### src/rtl/riscv_pkg.sv
// Shared RV32I definitions: opcode constants, control bundle layout and its
// all-zero bubble value.
package riscv_pkg;

  localparam logic [6:0] OP_R      = 7'b0110011;
  localparam logic [6:0] OP_IMM    = 7'b0010011;
  localparam logic [6:0] OP_LOAD   = 7'b0000011;
  localparam logic [6:0] OP_STORE  = 7'b0100011;
  localparam logic [6:0] OP_BRANCH = 7'b1100011;
  localparam logic [6:0] OP_LUI    = 7'b0110111;
  localparam logic [6:0] OP_AUIPC  = 7'b0010111;
  localparam logic [6:0] OP_JAL    = 7'b1101111;
  localparam logic [6:0] OP_JALR   = 7'b1100111;

  localparam int REG_ADDR_W = 5;
  localparam int MEMTOREG_W = 2;
  localparam int BRANCH_W   = 2;
  localparam int UIDETECT_W = 2;
  localparam int ALUOP_W    = 3;
  localparam int FUNCT3_W   = 3;

  typedef struct packed {
    logic                  regwrite;
    logic                  alusrc;
    logic                  memread;
    logic                  memwrite;
    logic [MEMTOREG_W-1:0] memtoreg;
    logic [BRANCH_W-1:0]   branch;
    logic [UIDETECT_W-1:0] uidetect;
    logic [ALUOP_W-1:0]    aluop;
  } ctrl_t;

  localparam ctrl_t CTRL_BUBBLE = '0;

endpackage

### src/rtl/hazard_detect.sv
// Load-use hazard detection between the instruction in EX and the one in ID.
// Purely combinational; the top decides what to do with lu.
module hazard_detect
  import riscv_pkg::*;
(
  input  logic                  id_valid,
  input  logic [6:0]            opcode,
  input  logic [REG_ADDR_W-1:0] rs1_addr,
  input  logic [REG_ADDR_W-1:0] rs2_addr,
  input  logic                  ex_valid,
  input  logic                  ex_memread,
  input  logic [REG_ADDR_W-1:0] ex_rd_addr,
  output logic                  lu
);

  logic uses_rs1;
  logic uses_rs2;

  // LUI/AUIPC/JAL carry immediate bits in the rs fields, so they never match.
  always_comb begin
    uses_rs1 = 1'b0;
    uses_rs2 = 1'b0;
    case (opcode)
      OP_R, OP_STORE, OP_BRANCH: begin
        uses_rs1 = 1'b1;
        uses_rs2 = 1'b1;
      end
      OP_IMM, OP_LOAD, OP_JALR: uses_rs1 = 1'b1;
      OP_LUI, OP_AUIPC, OP_JAL: uses_rs1 = 1'b0;
      default:                  uses_rs1 = 1'b0;
    endcase
  end

  assign lu = ex_valid && ex_memread && (ex_rd_addr != '0) && id_valid &&
              ((uses_rs1 && (rs1_addr == ex_rd_addr)) ||
               (uses_rs2 && (rs2_addr == ex_rd_addr)));

endmodule

### src/rtl/id_ex_stage.sv
// ID/EX pipeline register with load-use bubble insertion, flush and hold.
// Update priority per edge: reset > flush > hold > load-use > load.
module id_ex_stage
  import riscv_pkg::*;
#(
  parameter int XLEN   = 32,
  parameter int PERF_W = 16
) (
  input  logic                  i_clk,
  input  logic                  i_rst_n,
  input  logic                  i_id_valid,
  input  logic [6:0]            i_opcode,
  input  logic                  i_regwrite,
  input  logic                  i_alusrc,
  input  logic                  i_memread,
  input  logic                  i_memwrite,
  input  logic [MEMTOREG_W-1:0] i_memtoreg,
  input  logic [BRANCH_W-1:0]   i_branch,
  input  logic [UIDETECT_W-1:0] i_uidetect,
  input  logic [ALUOP_W-1:0]    i_aluop,
  input  logic [XLEN-1:0]       i_pc,
  input  logic [XLEN-1:0]       i_rs1_data,
  input  logic [XLEN-1:0]       i_rs2_data,
  input  logic [XLEN-1:0]       i_imm,
  input  logic [REG_ADDR_W-1:0] i_rs1_addr,
  input  logic [REG_ADDR_W-1:0] i_rs2_addr,
  input  logic [REG_ADDR_W-1:0] i_rd_addr,
  input  logic [FUNCT3_W-1:0]   i_funct3,
  input  logic                  i_funct7_5,
  input  logic                  i_flush,
  input  logic                  i_hold,
  output logic                  o_ex_valid,
  output logic                  o_ex_regwrite,
  output logic                  o_ex_alusrc,
  output logic                  o_ex_memread,
  output logic                  o_ex_memwrite,
  output logic [MEMTOREG_W-1:0] o_ex_memtoreg,
  output logic [BRANCH_W-1:0]   o_ex_branch,
  output logic [UIDETECT_W-1:0] o_ex_uidetect,
  output logic [ALUOP_W-1:0]    o_ex_aluop,
  output logic [XLEN-1:0]       o_ex_pc,
  output logic [XLEN-1:0]       o_ex_rs1_data,
  output logic [XLEN-1:0]       o_ex_rs2_data,
  output logic [XLEN-1:0]       o_ex_imm,
  output logic [REG_ADDR_W-1:0] o_ex_rs1_addr,
  output logic [REG_ADDR_W-1:0] o_ex_rs2_addr,
  output logic [REG_ADDR_W-1:0] o_ex_rd_addr,
  output logic [FUNCT3_W-1:0]   o_ex_funct3,
  output logic                  o_ex_funct7_5,
  output logic                  o_stall_if,
  output logic [PERF_W-1:0]     o_bubble_cnt
);

  ctrl_t id_ctrl;
  ctrl_t ex_ctrl;
  logic  lu;
  logic  take_bubble;
  logic  take_instr;
  logic  count_bubble;

  assign id_ctrl = '{regwrite: i_regwrite, alusrc: i_alusrc, memread: i_memread,
                     memwrite: i_memwrite, memtoreg: i_memtoreg, branch: i_branch,
                     uidetect: i_uidetect, aluop: i_aluop};

  hazard_detect u_hazard_detect (
    .id_valid   (i_id_valid),
    .opcode     (i_opcode),
    .rs1_addr   (i_rs1_addr),
    .rs2_addr   (i_rs2_addr),
    .ex_valid   (o_ex_valid),
    .ex_memread (ex_ctrl.memread),
    .ex_rd_addr (o_ex_rd_addr),
    .lu         (lu)
  );

  // An invalid ID slot is captured as a bubble so stale fields never reach EX.
  assign take_bubble  = i_flush | (~i_hold & (lu | ~i_id_valid));
  assign take_instr   = ~i_flush & ~i_hold & ~lu & i_id_valid;
  assign count_bubble = ~i_flush & ~i_hold & lu;
  assign o_stall_if   = (i_hold | lu) & ~i_flush;

  always_ff @(posedge i_clk) begin
    if (!i_rst_n || take_bubble) begin
      o_ex_valid    <= 1'b0;
      ex_ctrl       <= CTRL_BUBBLE;
      o_ex_pc       <= '0;
      o_ex_rs1_data <= '0;
      o_ex_rs2_data <= '0;
      o_ex_imm      <= '0;
      o_ex_rs1_addr <= '0;
      o_ex_rs2_addr <= '0;
      o_ex_rd_addr  <= '0;
      o_ex_funct3   <= '0;
      o_ex_funct7_5 <= 1'b0;
    end else if (take_instr) begin
      o_ex_valid    <= 1'b1;
      ex_ctrl       <= id_ctrl;
      o_ex_pc       <= i_pc;
      o_ex_rs1_data <= i_rs1_data;
      o_ex_rs2_data <= i_rs2_data;
      o_ex_imm      <= i_imm;
      o_ex_rs1_addr <= i_rs1_addr;
      o_ex_rs2_addr <= i_rs2_addr;
      o_ex_rd_addr  <= i_rd_addr;
      o_ex_funct3   <= i_funct3;
      o_ex_funct7_5 <= i_funct7_5;
    end
  end

  // Performance counter sticks at all-ones instead of wrapping.
  always_ff @(posedge i_clk) begin
    if (!i_rst_n) begin
      o_bubble_cnt <= '0;
    end else if (count_bubble && (o_bubble_cnt != '1)) begin
      o_bubble_cnt <= o_bubble_cnt + PERF_W'(1);
    end
  end

  assign o_ex_regwrite = ex_ctrl.regwrite;
  assign o_ex_alusrc   = ex_ctrl.alusrc;
  assign o_ex_memread  = ex_ctrl.memread;
  assign o_ex_memwrite = ex_ctrl.memwrite;
  assign o_ex_memtoreg = ex_ctrl.memtoreg;
  assign o_ex_branch   = ex_ctrl.branch;
  assign o_ex_uidetect = ex_ctrl.uidetect;
  assign o_ex_aluop    = ex_ctrl.aluop;

endmodule

### config.mk
export PLATFORM = sky130hd
export DESIGN_NAME = id_ex_stage
export DESIGN_NICKNAME = d
export VERILOG_FILES = /design/src/rtl/riscv_pkg.sv /design/src/rtl/hazard_detect.sv /design/src/rtl/id_ex_stage.sv
export SDC_FILE = /design/constraint.sdc
export NUM_CORES = 1
export LEC_CHECK = 0
export ABC_AREA = 1
export ABC_CLOCK_PERIOD_IN_PS = 1600
export CORE_MARGIN = 2
export CORE_UTILIZATION = 37
export DETAILED_ROUTE_END_ITERATION = 16
export GPL_ROUTABILITY_DRIVEN = 0
export GPL_TIMING_DRIVEN = 0
export PLACE_DENSITY = 0.86
export SYNTH_ARGS = -nofsm -noshare
export SYNTH_HDL_FRONTEND = slang
export SYNTH_SLANG_ARGS = --single-unit
### constraint.sdc
create_clock -name i_clk -period 1.6 [get_ports i_clk]
set_input_delay 0.32 -clock i_clk [delete_from_list [all_inputs] [get_ports i_clk]]
set_output_delay 0.32 -clock i_clk [all_outputs]
set_load 0.03 [all_outputs]
==> impl_metrics.ini, run 1 <==
[final_layout]
drive_above_1_share_pct = 25.0
postLayoutCoreUtil_pct = 72.4
antenna_cells = 0
fin_nets = 1539
fillerInstances = 1332
synthToLayoutAreaGrowth_pct = 92.6

[power_and_ir_drop]
p_total_w = 0.0108
pwr-share-comb_pct = 14.2
seq_power_share_pct = 41.4
peakVddDrop_v = 0.000704
power_density_mw_per_mm2 = 767
power.leakage_nw = 5.25
p_int_w = 0.00806
power.switching_w = 0.00271
swShare_pct = 25.2
pwr-share-clk_pct = 44.4

[timing]
finalMaxSlewViolations = 0
hold_viol = 0
fin_crit_ns = 2.17
fin_skew_ns = 0.00857
setup_viol = 324
tightest_slew_ns = 0.690
post-route-period-util_pct = 136
rsz0062_at_grt = true
worst_slack_ns = -0.573
clock.fmax_ghz = 0.460
slew_headroom_pct = 54.0

[placed_design]
dp_hpwl_um = 20000
port_buffers = 348

[routing]
drc = 0
wl_per_cell_um = 20.2
drt-initial-drc-count = 572
wl_um = 33200
num_vias = 9090
avgViaCountPerCell = 5.53
antenna_left = 0
drtPass1Iterations = 6

[floorplanning]
fp.dieW_um = 144
rows = 51
initial_core_util_pct = 37.6
fp.coreArea_sq_mm = 0.0194
dieHeight_um = 144
io_pins = 350
die_area_sq_mm = 0.0208

[logic_synthesis]
synth.area.mux_share_pct = 0
ys_seq_area_share_pct = 48.6
synth_compound_area_share_pct = 12.3
synthDominantAreaCellType = dfxtp_1
synth.most_common_cell = nand2_1
synthSimpleGateAreaFrac_pct = 29.6
netlist_top_cells_count = nand2_1, a21oi_1, dfxtp_1
ys_top_cells_by_area = dfxtp_1, nand4_1, nand2_1
syn_nets = 1119
yosysUniqueCellTypes = 21
synth_seq_cells = 177
syn_area_per_cell_sq_um = 7.71
syn_inst = 946
async_flop_share_pct = 0
syn_area_sq_mm = 0.00729
synthAdderAreaFrac_pct = 0.172
synth_top_area_share_pct = 48.6
yosys_warnings = 0
synth_xor_xnor_area_share_pct = 1.56
synth_ff_type = dfxtp_1
synth_top_family_by_area = simple AND/OR/NAND/NOR gates
synth_enable_flop_cells = 0

[clock_network]
cts_buffers = 17
cts.sinks = 177
cts_tree = done
clk_latency_ns = 0.43
cts_root_buffer = clkbuf_16
htree_levels = 4
clk_pin_slew_ns = 0.07
clock_path_buffers = 2

[global_routing]
grt_util_all_layers_pct = 25.6
grt_overflow = 0
grt_max_degree = 17
grt_pass1_wl_um = 41600
grt_pass1_vias = 7978
antenna_found_initial = 0

[worst_setup_path]
slowest_delay_ns = 0.54
startpoint = i_rs2_addr[1]
crit_slowest_cell = clkdlybuf4s50_1
cp.arrival_ns = 2.53
worstPathCellList = clkdlybuf4s50_1 -> nand2_1 -> nand2_1 -> inv_1 -> nand2_1 -> nor2_1 -> nand2_1 -> nand2_4 -> nand2_8 -> buf_4 -> buf_12 -> buf_4 -> buf_6 -> buf_4 -> nand4_1 -> a21oi_2
path_class = input pin to register
r2r_start = o_ex_rd_addr[4]
path_max_fanout = 10
required_ns = 1.95
startpoint_type = input pin
path_common_cell = nand2_1
cp-end-kind = register

[outcome]
status = finished, violations left
violations = negative setup slack

[min_path]
min-delay-path-class = input pin to register
hp-start = i_rs2_addr[4]

[job]
max_cap_viol_count = 0
## cells in the final DEF (no fill, tap or decap), types with 11 or more instances in the layout
| master | Yosys | final |
|---|---|---|
| a21oi_1 | 178 | 68 |
| a21oi_2 | 0 | 109 |
| buf_12 | 0 | 18 |
| buf_4 | 20 | 25 |
| buf_6 | 0 | 11 |
| buf_8 | 0 | 18 |
| clkbuf_1 | 43 | 31 |
| clkbuf_16 | 0 | 44 |
| clkdlybuf4s50_1 | 0 | 302 |
| dfxtp_1 | 177 | 166 |
| dlygate4sd2_1 | 0 | 14 |
| dlymetal6s2s_1 | 0 | 23 |
| inv_1 | 31 | 27 |
| nand2_1 | 245 | 184 |
| nand2_2 | 2 | 13 |
| nand2_4 | 0 | 47 |
| nand4_1 | 165 | 165 |
| nor2_1 | 26 | 25 |
## power groups by stage
stage,Sequential (W),Combinational (W),Clock (W)
finish,0.00447,0.00153,0.00478
global route,0.00447,0.00160,0.00502
CTS,0.00446,0.00117,0.00478
detailed placement,0.00456,0.00111,0
global placement,0.00456,0.00110,0
floorplan,0.00464,0.000364,0
## through the flow
step	cell area, sq um	setup TNS (ns)	setup WS, ns	hold slack, ns	instances
final	14000	-100.31	-0.573	0.270	1643
after floorplan	7380	-0.0683	-0.0683	0.454	946
after global placement	11200	-165.86	-1.27	0.447	1559
after global routing	14000	-126.08	-0.688	0.262	1643
after CTS	12200	-79.93	-0.531	0.361	1599
after detailed placement	11200	-173.47	-1.30	0.450	1559
## worst paths after layout
kind / end / slack (ns) / cells after the start
hold reg to reg: o_ex_rs2_data[27] / 0.46 / 2
setup / recovery: o_ex_imm[21] / -0.57 / 16
setup reg to reg: o_ex_imm[21] / -0.56 / 15
hold / removal: o_ex_rs2_addr[4] / 0.27 / 3
## routing by layer
metal  wire (um)  share of wire, %  global-route usage [%]  up-vias
met5           0                 0                       0        -
met4        1390               4.2                    11.4        0
met3        2710               8.2                    6.72      102
met2       16600                50                    42.2      492
met1       12500                38                    31.4     4344
li1            -                 -                       -     4152
## sequential cells by signal, indices dropped and copies added, names as in the netlist, 3 cells and up
signal,flops
o_bubble_cnt,16
o_ex_rd_addr,5
o_ex_rs1_addr,5
o_ex_rs2_data,32
o_ex_imm,32
o_ex_funct3,3
o_ex_rs1_data,32
o_ex_rs2_addr,5
o_ex_aluop,3
o_ex_pc,32
## layout make-up
cell class / count / area [sq um] / share of cell area, %
tap: 265 / 332 / 2.36
multi-input combinational: 647 / 4080 / 29.1
sequential: 177 / 3570 / 25.4
buffer: 88 / 848 / 6.04
inverter: 34 / 133 / 0.944
clock inverter: 10 / 156 / 1.11
clock buffer: 21 / 514 / 3.66
timing repair buffer: 401 / 4410 / 31.4
## logic make-up after synthesis
logic type / Yosys count
buffers and inverters: 123
flip-flops: 177
adder cells (fa/ha/maj): 1
AND/OR/NAND/NOR: 453
XOR/XNOR: 13
AO/OA/AOI/OAI: 179
## what timing repair did
action / 4_1_cts / 5_1_grt
cloned: 1 / 26
gates resized for setup: 114 / 316
endpoints found under the setup margin: 355 / 351
pin swaps: 16 / 55
hold buffers: 0 / 0
setup buffers: 8 / 21
## worst max-delay path, delay by kind of cell
kind / cells / cell delay (ns)
compound gates: 1 / 0.24
buf+inv: 7 / 1.29
simple gates: 8 / 0.65
Power figures use the tool's default switching activity.
==> run 2: changes to the inputs <==
GPL_TIMING_DRIVEN = 1   (was 0)
==> run 2 against run 1 <==
The run still ends with negative setup slack left. First-iteration DRC count up 6.3%. Routed wire length down 1.8%. Hold slack lost 0.035 ns.
==> impl_metrics.ini, run 2 (same netlist as run 1, synthesis figures left out) <==
[outcome]
status = finished, violations left
violations = negative setup slack

[floorplanning]
io_pins = 350
dieHeight_um = 144
rows = 51
fp.coreArea_sq_mm = 0.0194
initial_core_util_pct = 37.6
die_area_sq_mm = 0.0208
fp.dieW_um = 144

[worst_setup_path]
startpoint_type = input pin
cp-end-kind = output port
r2r_start = o_ex_rd_addr[1]
reg2reg_depth = 16
path_max_fanout = 3
slowest_delay_ns = 0.53
reg2reg_to = o_ex_rs1_data[11]
required_ns = 1.28
path_common_cell = nand2_1
worstPathCellList = clkdlybuf4s50_1 -> inv_1 -> nand2_1 -> nand3_1 -> nor2_1 -> nand2_1 -> nand2_2 -> nand2_4 -> a21oi_4 -> buf_6
crit_slowest_cell = clkdlybuf4s50_1
cp.arrival_ns = 1.62
path_class = input pin to output port
rrSetupSlack_ns = -0.32

[power_and_ir_drop]
peakVddDrop_v = 0.000724
power_density_mw_per_mm2 = 750
power.leakage_nw = 5.68
p_total_w = 0.0103

[final_layout]
drive_above_1_share_pct = 23.6
final_common_cell = nand2_1
fin_nets = 1530
mostFrequentLayoutCells = nand2_1, dfxtp_1, nand4_1
synthToLayoutAreaGrowth_pct = 88.1

[routing]
antenna_left = 0
drc = 0
wl_um = 32600
avgViaCountPerCell = 5.56
num_vias = 9090
drtPass1Iterations = 5
wl_per_cell_um = 19.9
drt-initial-drc-count = 608

[timing]
hold_ws_ns = 0.235
setup_viol = 178
worst_slack_ns = -0.341
hold_viol = 0
tightest_slew_ns = 0.400
post-route-period-util_pct = 121
clock.fmax_ghz = 0.515
fin_skew_ns = 0.0113
slew_headroom_pct = 73.4
finalMaxSlewViolations = 0
fin_crit_ns = 1.94
rsz0062_at_grt = true

[global_routing]
grt_util_all_layers_pct = 25.5
grt_overflow = 0
met3_usage_pct = 6.99
use_met1_pct = 29.9
antenna_found_initial = 1
grt_max_degree = 48
grt_pass1_vias = 8210
grt-busiest-layer = met2
grt_use_met2_pct = 45.0
grt_pass1_wl_um = 42200

[min_path]
min_delay_worst_endpoint = o_ex_rs2_addr[2]
whs_path_depth = 3
hp-start = i_rs2_addr[2]
min-delay-path-class = input pin to register

[clock_network]
cts_buffers = 17
htree_levels = 4
cts_root_buffer = clkbuf_16
clk_latency_ns = 0.43
cts.sinks = 177
cts_tree = done
clock_path_buffers = 2
clk_pin_slew_ns = 0.07

[placed_design]
dp_hpwl_um = 19100
place_ws_ns = -0.651
port_buffers = 349

[job]
max_cap_viol_count = 0
-- run 2: changes by cell type in the layout (fill, tap and decap cells not counted), sizes merged, moves of 3 or more --
cell	change
dlygate4sd2	+150
clkdlybuf4s50	-145
clkbuf	-44
buf	+39
dlymetal6s2s	-21
clkdlybuf4s15	+9
clkinv	+3
inv	+3
-- run 2: timing repair --
action | CTS | global route
hold endpoints to repair | 0 | 0
cloned | 10 | 22
buffers inserted | 4 | 13
hold buffers | 0 | 0
pin swaps | 15 | 16
setup endpoints to repair | 355 | 189
resized for setup | 227 | 196
-- run 2: worst max-delay path, delay by kind of cell --
kind | cells | cell delay [ns]
buffers and inverters | 3 | 0.74
AOI/OAI and AO/OA | 1 | 0.12
and+or+nand+nor | 6 | 0.44
-- run 2: power breakdown --
part / switching [W] / total, W / internal (W)
combinational: 0.000696 / 0.00153 / 0.000838
clock: 0.00202 / 0.00429 / 0.00227
sequential: 0.0000271 / 0.00446 / 0.00443
-- run 2: metal layers --
| metal | part of all wire, % | routed length (um) | vias to the layer above |
|---|---|---|---|
| li1 | - | - | 4122 |
| met1 | 37 | 11900 | 4335 |
| met2 | 51 | 16700 | 536 |
| met3 | 8.4 | 2750 | 97 |
| met4 | 3.5 | 1150 | 0 |
| met5 | 0 | 0 | - |
-- run 2: how the worst max path moves through the flow --
stage               startpoint                end  slack, ns  cells after the start
2_1_floorplan  o_ex_rd_addr[1]         o_stall_if      -0.07                     11
3_3_place_gp     i_rs1_addr[2]  o_ex_rs2_data[12]      -0.61                     13
3_5_place_dp     i_rs1_addr[2]  o_ex_rs2_data[12]      -0.65                     13
4_1_cts        o_ex_rd_addr[3]         o_stall_if      -0.35                      9
5_1_grt        o_ex_rd_addr[1]         o_stall_if      -0.45                     11
6_report         i_rs1_addr[4]         o_stall_if      -0.34                     10
-- run 2: layout make-up --
| cell class | instances | area (sq um) |
|---|---|---|
| inverter | 34 | 138 |
| clock inverter | 14 | 161 |
| sequential | 177 | 3570 |
| tap | 265 | 332 |
| timing repair buffer | 481 | 5360 |
| clock buffer | 18 | 439 |
| fill | 1430 | 5680 |
| antenna | 1 | 2.50 |
| multi-input combinational | 646 | 3710 |
-- run 2: per-stage QoR --
stage	setup TNS, ns	std cells	instance area, sq um	utilization, %
after floorplan	-0.0683	946	7380	-
after global placement	-100.46	1555	11700	60.2
after detailed placement	-104.05	1555	11700	60.2
after CTS	-39.95	1601	12500	64.3
after global routing	-60.74	1636	13700	70.7
final	-39.83	1636	13700	70.7
==> run 3: changes to the inputs <==
CORE_UTILIZATION = 25   (was 37)
PLACE_DENSITY = 0.65   (was 0.86)
==> run 3 against run 2 <==
Maximum frequency down 8.8%. The run still ends with negative setup slack left. Largest power group unchanged. Sequential power is essentially flat. Clock power is 2% lower. Critical endpoint unchanged. Register-to-register slack got worse by 0.17 ns.
==> impl_metrics.ini, run 3 (same netlist as run 1, synthesis figures left out) <==
[timing]
final.setup.tns_ns = -70.04
tightest_slew_ns = 0.384
slew_headroom_pct = 74.3
hold_viol = 0
clock.fmax_ghz = 0.470
post-route-period-util_pct = 133
hold_ws_ns = 0.260
rsz0062_at_grt = true
finalMaxSlewViolations = 0
fin_crit_ns = 2.13
fin_skew_ns = 0.0173
setup_viol = 178
worst_slack_ns = -0.528

[floorplanning]
io_pins = 350
die_area_sq_mm = 0.0306
fp.dieW_um = 175
fp.coreArea_sq_mm = 0.0287
initial_core_util_pct = 25.4
rows = 62
dieHeight_um = 175

[routing]
drc = 0
antenna_left = 0
wl_um = 32400
avgViaCountPerCell = 4.94
num_vias = 8802
drtPass1Iterations = 5
wl_per_cell_um = 18.2
drt-initial-drc-count = 345

[worst_setup_path]
startpoint_type = register
slowest_delay_ns = 0.38
crit_buf_inv = 3
required_ns = 1.28
rrSetupSlack_ns = -0.49
path_max_fanout = 4
path_class = register to output port
worstPathCellList = inv_2 -> a21oi_2 -> nand2_1 -> nor2_1 -> nand2_1 -> nand2_4 -> nand2_4 -> buf_6 -> a21oi_4 -> buf_6
crit_slowest_cell = dfxtp_4
cp.arrival_ns = 1.81
path_delay_family = simple AND/OR/NAND/NOR gates
cp-end-kind = output port

[job]
max_cap_viol_count = 0

[clock_network]
ctsHoldBuffers = 0
cts_tree = done
clock_path_buffers = 2
htree_levels = 4
cts_buffers = 17
cts.sinks = 177
cts_root_buffer = clkbuf_16
clk_latency_ns = 0.43
clk_pin_slew_ns = 0.07

[global_routing]
grt_pass1_wl_um = 47900
grt_max_degree = 62
grt_util_all_layers_pct = 19.8
grt_pass1_vias = 8579
grt_overflow = 0
antenna_found_initial = 0

[final_layout]
fin_area_sq_mm = 0.0150
mostFrequentLayoutCells = dlygate4sd2_1, dfxtp_1, nand4_1
drive_above_1_share_pct = 39.7
antenna_cells = 0
final_common_cell = dlygate4sd2_1
synthToLayoutAreaGrowth_pct = 106
fin_nets = 1557
fillerInstances = 2621

[placed_design]
port_buffers = 349
dp_hpwl_um = 19200
place_ws_ns = -0.651
placed_area_sq_mm = 0.0118

[outcome]
status = finished, violations left
violations = negative setup slack

[power_and_ir_drop]
seq_power_share_pct = 43.3
power.leakage_nw = 6.09
peakVddDrop_v = 0.000632
swShare_pct = 27.8
p_int_w = 0.00746
p_total_w = 0.0103
power.switching_w = 0.00287
power_density_mw_per_mm2 = 686
pwr-share-comb_pct = 16.1
pwr-share-clk_pct = 40.6

[min_path]
min-delay-path-class = input pin to register
## run 3: cell types whose count changed in the layout (fill, tap and decap cells not counted), sizes merged
cell | before | now
dlygate4sd2 | 164 | 167
clkdlybuf4s15 | 16 | 11
clkinv | 4 | 6
bufbuf | 1 | 0
bufinv | 1 | 0
inv | 43 | 42
dlymetal6s2s | 2 | 4
buf | 113 | 160
clkbuf | 46 | 27
diode | 1 | 0
## run 3: repair_timing
| action | 4_1_cts | 5_1_grt |
|---|---|---|
| setup buffers | 51 | 17 |
| pin swaps | 15 | 56 |
| setup endpoints to repair | 354 | 190 |
| cloned | 30 | 2 |
| gates resized for setup | 379 | 363 |
## run 3: area by class of cell
type,count,area (sq um),share of cell area (%)
well taps,384,480,3.19
inverters,34,135,0.898
flip-flops and latches,177,3570,23.8
multi-input cells,646,4620,30.7
clock buffers,18,439,2.92
repair buffers,508,5660,37.6
clock inverters,14,139,0.923
## run 3: stage by stage
step,instances,util (%)
floorplan,946,-
global placement,1675,41.3
detailed placement,1675,41.3
CTS,1781,49.1
global route,1781,52.4
finish,1781,52.4
## run 3: worst paths after layout
kind	start	to	cells after the start
max	o_ex_rd_addr[3]	o_stall_if	10
min	i_rs1_addr[4]	o_ex_rs1_addr[4]	3
max reg2reg	o_ex_rd_addr[3]	o_ex_rs2_data[27]	16
min reg2reg	o_ex_rs2_data[21]	o_ex_rs2_data[21]	2
## run 3: metal layers
metal | share of wire (%) | vias up | track usage, %
met4 | 2.8 | 0 | 6.35
li1 | - | 4188 | -
met1 | 41 | 4262 | 24.0
met3 | 5.5 | 57 | 4.50
met5 | 0 | - | 0
met2 | 51 | 295 | 34.5
## run 3: power by group through the flow
stage	Combinational, W	Clock, W	Sequential (W)
after CTS	0.00162	0.00433	0.00446
after floorplan	0.000364	0	0.00464
after detailed placement	0.00120	0	0.00456
after global placement	0.00120	0	0.00456
after global routing	0.00175	0.00451	0.00447
final	0.00167	0.00419	0.00447
## run 3: worst register-to-register path, delay by kind of cell, from the launching register on
kind	cells	cell delay, ns
and+or+nand+nor	7	0.58
AOI/OAI and AO/OA	2	0.24
buffers and inverters	7	0.81
DFF	1	0.38
